===== src/rtl/regfile_param.sv =====
// regfile_param: parametrised register file with two combinational read
// ports, one rising-edge write port and a word-per-cycle bulk-clear engine.
// Optional same-cycle write-to-read bypass: define REGFILE_BYPASS_EN.
// Default build (REGFILE_BYPASS_EN undefined) reads stored contents only.
module regfile_param #(
    parameter int WIDTH     = 32,
    parameter int ADDR_BITS = 5,
    parameter int ZERO_REG  = 1
) (
    input  logic                 Clk,
    input  logic                 Reset,
    output logic [WIDTH-1:0]     ReadData1,
    output logic [WIDTH-1:0]     ReadData2,
    input  logic [WIDTH-1:0]     WriteData,
    input  logic [ADDR_BITS-1:0] ReadRegister1,
    input  logic [ADDR_BITS-1:0] ReadRegister2,
    input  logic [ADDR_BITS-1:0] WriteRegister,
    input  logic                 RegWrite,
    input  logic                 Clear,
    output logic                 Busy,
    output logic                 WriteDropped
);

    localparam int DEPTH = 1 << ADDR_BITS;

    // Sweep start: word 0 is skipped when it is hardwired to zero.
    localparam logic [ADDR_BITS:0] FIRST = (ADDR_BITS+1)'((ZERO_REG != 0) ? 1 : 0);
    // Counter is one bit wider than an address so the last word is
    // recognised without the counter wrapping back to zero.
    localparam logic [ADDR_BITS:0] LAST  = (ADDR_BITS+1)'(DEPTH - 1);

    typedef enum logic {
        S_IDLE     = 1'b0,
        S_CLEARING = 1'b1
    } state_t;

    state_t               r_state;
    logic [ADDR_BITS:0]   r_cnt;
    logic                 r_busy;
    logic                 r_drop;

    // Flattened view of every stored word, used by the read muxes.
    logic [DEPTH-1:0][WIDTH-1:0] w_words;

    logic w_wr_zero;   // write aimed at the hardwired zero word
    logic w_wr_req;    // a write that would really change a word
    logic w_wr_ok;     // that write is accepted this edge
    logic w_sweep;     // clear engine zeroes r_cnt this edge

    assign w_wr_zero = (ZERO_REG != 0) && (WriteRegister == '0);
    assign w_wr_req  = RegWrite && !w_wr_zero;
    assign w_wr_ok   = w_wr_req && !r_busy;
    assign w_sweep   = (r_state == S_CLEARING);

    // Clear engine FSM plus the registered Busy / WriteDropped outputs.
    always_ff @(posedge Clk or posedge Reset) begin
        if (Reset) begin
            r_state <= S_IDLE;
            r_cnt   <= '0;
            r_busy  <= 1'b0;
            r_drop  <= 1'b0;
        end else begin
            // A write refused because the sweep owns the array; discarded
            // writes to the zero word never count as refused.
            r_drop <= w_wr_req && r_busy;
            case (r_state)
                S_IDLE: begin
                    if (Clear) begin
                        r_state <= S_CLEARING;
                        r_cnt   <= FIRST;
                        r_busy  <= 1'b1;
                    end
                end
                S_CLEARING: begin
                    // Clear requests are ignored here: no restart mid-sweep.
                    if (r_cnt == LAST) begin
                        r_state <= S_IDLE;
                        r_cnt   <= '0;
                        r_busy  <= 1'b0;
                    end else begin
                        r_cnt <= r_cnt + 1'b1;
                    end
                end
                default: begin
                    r_state <= S_IDLE;
                    r_cnt   <= '0;
                    r_busy  <= 1'b0;
                end
            endcase
        end
    end

    // One storage word per address; the sweep and the write port never
    // collide because writes are refused while the sweep runs.
    genvar gi;
    generate
        for (gi = 0; gi < DEPTH; gi++) begin : g_word
            if ((ZERO_REG != 0) && (gi == 0)) begin : g_hardwired
                assign w_words[gi] = '0;
            end else begin : g_storage
                logic [WIDTH-1:0] r_word;
                logic             w_hit_sweep;
                logic             w_hit_write;

                assign w_hit_sweep = w_sweep && (r_cnt[ADDR_BITS-1:0] == ADDR_BITS'(gi));
                assign w_hit_write = w_wr_ok && (WriteRegister == ADDR_BITS'(gi));

                // Hold, sweep-to-zero, or load from the write port.
                always_ff @(posedge Clk or posedge Reset) begin
                    if (Reset) begin
                        r_word <= '0;
                    end else if (w_hit_sweep) begin
                        r_word <= '0;
                    end else if (w_hit_write) begin
                        r_word <= WriteData;
                    end
                end

                assign w_words[gi] = r_word;
            end
        end
    endgenerate

`ifdef REGFILE_BYPASS_EN
    // Same-cycle forwarding of an accepted write to a matching read port.
    logic w_byp1;
    logic w_byp2;
    assign w_byp1    = w_wr_ok && (ReadRegister1 == WriteRegister);
    assign w_byp2    = w_wr_ok && (ReadRegister2 == WriteRegister);
    assign ReadData1 = w_byp1 ? WriteData : w_words[ReadRegister1];
    assign ReadData2 = w_byp2 ? WriteData : w_words[ReadRegister2];
`else
    // Reads show stored contents only.
    assign ReadData1 = w_words[ReadRegister1];
    assign ReadData2 = w_words[ReadRegister2];
`endif

    assign Busy         = r_busy;
    assign WriteDropped = r_drop;

endmodule


===== config.mk =====
export PLATFORM = sky130hd
export DESIGN_NAME = regfile_param
export DESIGN_NICKNAME = d
export VERILOG_FILES = /design/src/rtl/regfile_param.sv
export SDC_FILE = /design/constraint.sdc
export NUM_CORES = 2
export LEC_CHECK = 0
export BUFFER_PORTS_ARGS = -buffer_cell sky130_fd_sc_hd__buf_2
export CAP_MARGIN = 5
export CORE_ASPECT_RATIO = 1.1
export CORE_UTILIZATION = 34
export CTS_BUF_LIST = sky130_fd_sc_hd__clkbuf_8
export DETAILED_ROUTE_END_ITERATION = 8
export GPL_TIMING_DRIVEN = 0
export PLACE_DENSITY = 0.56
export SYNTH_ARGS = -nofsm -noshare
export SYNTH_HDL_FRONTEND = slang
export SYNTH_SLANG_ARGS = --single-unit
export TNS_END_PERCENT = 30

===== constraint.sdc =====
create_clock -name Clk -period 40.5 [get_ports Clk]
set_clock_uncertainty 0.1 [all_clocks]
set_input_delay 4.05 -clock Clk [delete_from_list [all_inputs] [get_ports Clk]]
set_output_delay 4.05 -clock Clk [all_outputs]
set_load 0.01 [all_outputs]

==> impl_metrics.xml <==
<?xml version="1.0" encoding="UTF-8"?>
<metrics>
  <group name="outcome">
    <metric name="outcome" unit="">complete, but fails checks</metric>
    <metric name="failed_checks" unit="">capacitance limit, slew limit</metric>
  </group>
  <group name="sta">
    <metric name="worst_slew_margin_rel" unit="%">-3.28</metric>
    <metric name="timing.fmax" unit="GHz">0.0821</metric>
    <metric name="unrepaired_setup_endpoints_after_global_routing" unit="">no</metric>
    <metric name="fin_tns_setup" unit="ns">0</metric>
    <metric name="pin_slew_with_the_least_headroom_to_its_limit" unit="ns">1.55</metric>
    <metric name="setup_viol_count_final" unit="">0</metric>
    <metric name="final_hold_viol_count" unit="">0</metric>
    <metric name="timing.final.crit_share" unit="%">30.1</metric>
    <metric name="final_period_minus_worst_setup_slack" unit="ns">12.18</metric>
    <metric name="final_max_slew_viol_count" unit="">24</metric>
  </group>
  <group name="route">
    <metric name="postRouteWirelength" unit="um">205000</metric>
    <metric name="drt-vias-per-instance" unit="">6.36</metric>
    <metric name="vias" unit="">40200</metric>
    <metric name="violation_count_after_the_first_detailed_route_iteration" unit="">4753</metric>
    <metric name="routed_wire_length_per_instance" unit="um">32.5</metric>
    <metric name="firstDrtPassIters" unit="">5</metric>
    <metric name="ant_nets" unit="">0</metric>
    <metric name="drt_drc_violations_left" unit="">0</metric>
  </group>
  <group name="synth">
    <metric name="post_synth_main_area_contributors" unit="">sky130_fd_sc_hd__dfrtp_1 48%, sky130_fd_sc_hd__a22o_1 20%, sky130_fd_sc_hd__mux4_2 17%</metric>
    <metric name="synthArstFlopShare" unit="%">100</metric>
    <metric name="synth_ff_type" unit="">sky130_fd_sc_hd__dfrtp_1</metric>
    <metric name="synth_fp_nets" unit="">3903</metric>
    <metric name="synth_top_area_cell" unit="">sky130_fd_sc_hd__dfrtp_1</metric>
    <metric name="synth_cell_type_count" unit="">51</metric>
    <metric name="syn-instance-count" unit="">3846</metric>
    <metric name="yosys-top-cells-count" unit="">1183 x sky130_fd_sc_hd__a22o_1, 1001 x sky130_fd_sc_hd__dfrtp_1, 384 x sky130_fd_sc_hd__mux4_2, 294 x sky130_fd_sc_hd__clkbuf_1, 194 x sky130_fd_sc_hd__mux2i_1</metric>
    <metric name="post_synth.cell_area_avg" unit="um^2">13.6</metric>
    <metric name="yosysMostFrequentCell" unit="">sky130_fd_sc_hd__a22o_1</metric>
    <metric name="synthDominantCellAreaShare" unit="%">47.9</metric>
    <metric name="yosysSeqAreaShare" unit="%">47.9</metric>
    <metric name="synthesis.area" unit="mm^2">0.0523</metric>
    <metric name="postSynthRegisterBits" unit="">1001</metric>
    <metric name="yosysWarnings" unit="">0</metric>
    <metric name="synth-edff-count" unit="">0</metric>
  </group>
  <group name="hold_path">
    <metric name="hold_start" unit="">g_word[30].g_storage.r_word[4]$_DFFE_PP0P_</metric>
    <metric name="hold_class" unit="">flop to flop</metric>
    <metric name="worst_hold_path.endpoint" unit="">g_word[30].g_storage.r_word[4]$_DFFE_PP0P_</metric>
    <metric name="hold-path-cell-count" unit="">1</metric>
  </group>
  <group name="worst_setup_path">
    <metric name="r2r_setup_slack" unit="ns">37.12</metric>
    <metric name="crit_buf_inv" unit="">4</metric>
    <metric name="reg2reg_from" unit="">Busy$_DFFE_PP0P_</metric>
    <metric name="rr_worst_depth" unit="">5</metric>
    <metric name="timing.critical_path.arrival" unit="ns">8.03</metric>
    <metric name="crit_fanout" unit="">10</metric>
    <metric name="cp_slowest_cell" unit="">sky130_fd_sc_hd__o31ai_1</metric>
    <metric name="setup.worst_path.end_class" unit="">primary output</metric>
    <metric name="critical_path.reg2reg.endpoint" unit="">g_word[23].g_storage.r_word[30]$_DFFE_PP0P_</metric>
    <metric name="critical_path.cell_chain" unit="">clkbuf_1 &gt; buf_2 &gt; nand2_1 &gt; clkbuf_1 &gt; o22ai_1 &gt; a211oi_1 &gt; o31ai_1 &gt; buf_2</metric>
    <metric name="cp_slowest_stage_delay" unit="ns">0.78</metric>
    <metric name="timing_worst_setup_path_type" unit="">primary input to primary output</metric>
    <metric name="worst-endpoint-required" unit="ns">36.35</metric>
    <metric name="cp-start-kind" unit="">primary input</metric>
    <metric name="worst_path_dominant_cell_family" unit="">buffers and inverters</metric>
  </group>
  <group name="floorplanning">
    <metric name="top_level_ports" unit="">117</metric>
    <metric name="start_util" unit="%">34.3</metric>
    <metric name="floorplan.core_area" unit="mm^2">0.152</metric>
    <metric name="floorplan.die_area" unit="mm^2">0.155</metric>
    <metric name="die-width" unit="um">376</metric>
    <metric name="fp.dieH" unit="um">413</metric>
    <metric name="rows" unit="">150</metric>
  </group>
  <group name="clocking">
    <metric name="worstSkewPairLatency" unit="ns">0.96</metric>
    <metric name="clock-root-buffer" unit="">sky130_fd_sc_hd__clkbuf_8</metric>
    <metric name="hold_buffers" unit="">0</metric>
    <metric name="post_cts_buffers" unit="">0</metric>
    <metric name="cts_buffer_depth" unit="">3</metric>
    <metric name="worst_path_clk_slew" unit="ns">0.06</metric>
    <metric name="numCtsBuffers" unit="">163</metric>
    <metric name="clkSinkCount" unit="">1001</metric>
    <metric name="clock_tree_from_tritoncts" unit="">built</metric>
    <metric name="cts_repair_resize_count" unit="">0</metric>
    <metric name="ctsHtreeMaxLevel" unit="">4</metric>
  </group>
  <group name="layout">
    <metric name="drive_gt1_share" unit="%">25.1</metric>
    <metric name="finish.instance_area" unit="mm^2">0.0592</metric>
    <metric name="area_growth_syn_to_layout" unit="%">13.3</metric>
    <metric name="finalNetCount" unit="">4187</metric>
  </group>
  <group name="placed_design">
    <metric name="gp_congestion" unit="">0.981</metric>
    <metric name="place_hpwl" unit="um">157000</metric>
    <metric name="port_buffers" unit="">105</metric>
    <metric name="placed_instance_area" unit="mm^2">0.0557</metric>
  </group>
  <group name="power">
    <metric name="p_leak" unit="nW">26.2</metric>
    <metric name="power" unit="mW">2.99</metric>
    <metric name="ir_worst_vdd" unit="uV">41.3</metric>
    <metric name="power-per-cell-area" unit="mW/mm^2">50.4</metric>
  </group>
  <group name="global_routing">
    <metric name="grt_first_pass_wirelength" unit="um">296000</metric>
    <metric name="globalRoute.totalOverflow" unit="">0</metric>
    <metric name="number_of_antenna_violations_at_the_first_check_in_global_routing" unit="">10</metric>
    <metric name="grt_util_all_layers" unit="%">26.3</metric>
    <metric name="via_count_of_the_first_global_routing_pass" unit="">40400</metric>
    <metric name="pin_count_of_the_biggest_net_entering_global_routing" unit="">123</metric>
  </group>
  <group name="flow_run">
    <metric name="cap_violations" unit="">4</metric>
  </group>
</metrics>
==> per-layer routing <==
layer  vias up  GRT usage (%)  share of wire [%]
met5         -              0              0.025
met4         6           13.5                5.7
met3       488           5.60                8.6
met2      2104           41.0                 46
met1     21400           34.5                 40
li1      16200              -                  -
==> registers in the layout, summed over array words and instances (netlist names) <==
name,cells
r_cnt,6
WriteDropped,1
r_state,1
Busy,1
g_word.g_storage.r_word,992
==> cell type report <==
class / count / area, um^2
Fill cell: 14500 / 93000
Clock inverter: 92 / 626
Buffer: 504 / 2250
Sequential cell: 1001 / 25000
Inverter: 7 / 33.8
Timing Repair Buffer: 119 / 826
Antenna cell: 5 / 12.5
Clock buffer: 209 / 2880
Tap cell: 2052 / 2570
Multi-Input combinational cell: 2334 / 25000
==> cells in the final DEF, fill, tap and decap left out, types with 6 or more instances in the layout <==
master	Yosys	final
sky130_fd_sc_hd__dfrtp_1	1001	1001
sky130_fd_sc_hd__clkbuf_8	0	209
sky130_fd_sc_hd__clkbuf_1	294	294
sky130_fd_sc_hd__mux2i_1	194	194
sky130_fd_sc_hd__nor4_2	7	7
sky130_fd_sc_hd__buf_2	170	275
sky130_fd_sc_hd__nand3_1	6	6
sky130_fd_sc_hd__nor3_1	14	9
sky130_fd_sc_hd__a211oi_1	64	64
sky130_fd_sc_hd__a22o_1	1183	1183
sky130_fd_sc_hd__clkinv_2	0	38
sky130_fd_sc_hd__inv_6	0	6
sky130_fd_sc_hd__mux2_2	63	63
sky130_fd_sc_hd__nor3_2	8	13
sky130_fd_sc_hd__a21oi_2	6	6
sky130_fd_sc_hd__mux4_2	384	384
sky130_fd_sc_hd__buf_1	8	8
sky130_fd_sc_hd__nand2_1	16	16
sky130_fd_sc_hd__a21oi_1	21	21
sky130_fd_sc_hd__o21ai_1	64	64
sky130_fd_sc_hd__nor2_1	40	40
sky130_fd_sc_hd__nor2b_1	8	8
sky130_fd_sc_hd__buf_6	7	11
sky130_fd_sc_hd__and2_1	68	68
sky130_fd_sc_hd__o22ai_1	65	65
sky130_fd_sc_hd__buf_4	24	25
sky130_fd_sc_hd__nand2b_1	9	9
sky130_fd_sc_hd__buf_16	0	9
sky130_fd_sc_hd__inv_1	7	42
sky130_fd_sc_hd__a31oi_1	6	6
sky130_fd_sc_hd__bufinv_16	0	7
sky130_fd_sc_hd__ha_1	6	6
sky130_fd_sc_hd__o31ai_1	65	65
==> per-stage QoR <==
step                setup WS, ns  util [%]  std cells  hold WS, ns
floorplan                   8.19         -       3846        0.384
global placement           -3.46      36.4       6003        0.399
detailed placement         28.63      36.6       6017        0.406
CTS                        28.63      38.9       6318        0.421
global route               28.62      38.9       6321        0.434
finish                     28.32      38.9       6323        0.421
==> worst register-to-register path, stage by stage (launching register included) <==
cell and delay [ns]:
sky130_fd_sc_hd__dfrtp_1 0.73, sky130_fd_sc_hd__and2b_1 0.33, sky130_fd_sc_hd__and2_1 0.22, sky130_fd_sc_hd__a21oi_1 1.10, sky130_fd_sc_hd__buf_2 0.56, sky130_fd_sc_hd__a22o_1 0.23
==> how the worst max path moves through the flow <==
stage	slack, ns	end	startpoint	depth (start not counted)
after detailed placement	28.63	ReadData1[10]	ReadRegister1[1]	8
after CTS	28.63	ReadData1[10]	ReadRegister1[1]	8
after floorplan	8.19	Busy$_DFFE_PP0P_	Reset	1
after global placement	-3.46	g_word[20].g_storage.r_word[5]$_DFFE_PP0P_	Reset	2
final	28.32	ReadData1[10]	ReadRegister1[1]	8
after global routing	28.62	ReadData1[10]	ReadRegister1[1]	8
==> logic make-up (layout without fill, tap and decap cells) <==
| kind of cell | count (synthesis) | after routing | synth area share, % |
|---|---|---|---|
| AO/OA/AOI/OAI | 1488 | 1488 | 23.6 |
| flip-flops | 1001 | 1001 | 47.9 |
| multiplexers | 641 | 641 | 21.6 |
| buffers and inverters | 511 | 931 | 4.35 |
| AND/OR/NAND/NOR | 198 | 198 | 2.33 |
| adder cells (fa/ha/maj) | 6 | 6 | 0.144 |
| XOR/XNOR | 1 | 1 | 0.0168 |
| other | 0 | 5 | 0 |
==> report_power, final <==
group	switching, mW	internal (mW)
registers	0.142	1.17
clock network	0.454	0.511
logic	0.375	0.333
Note: power is estimated with default switching activity, not from simulation.
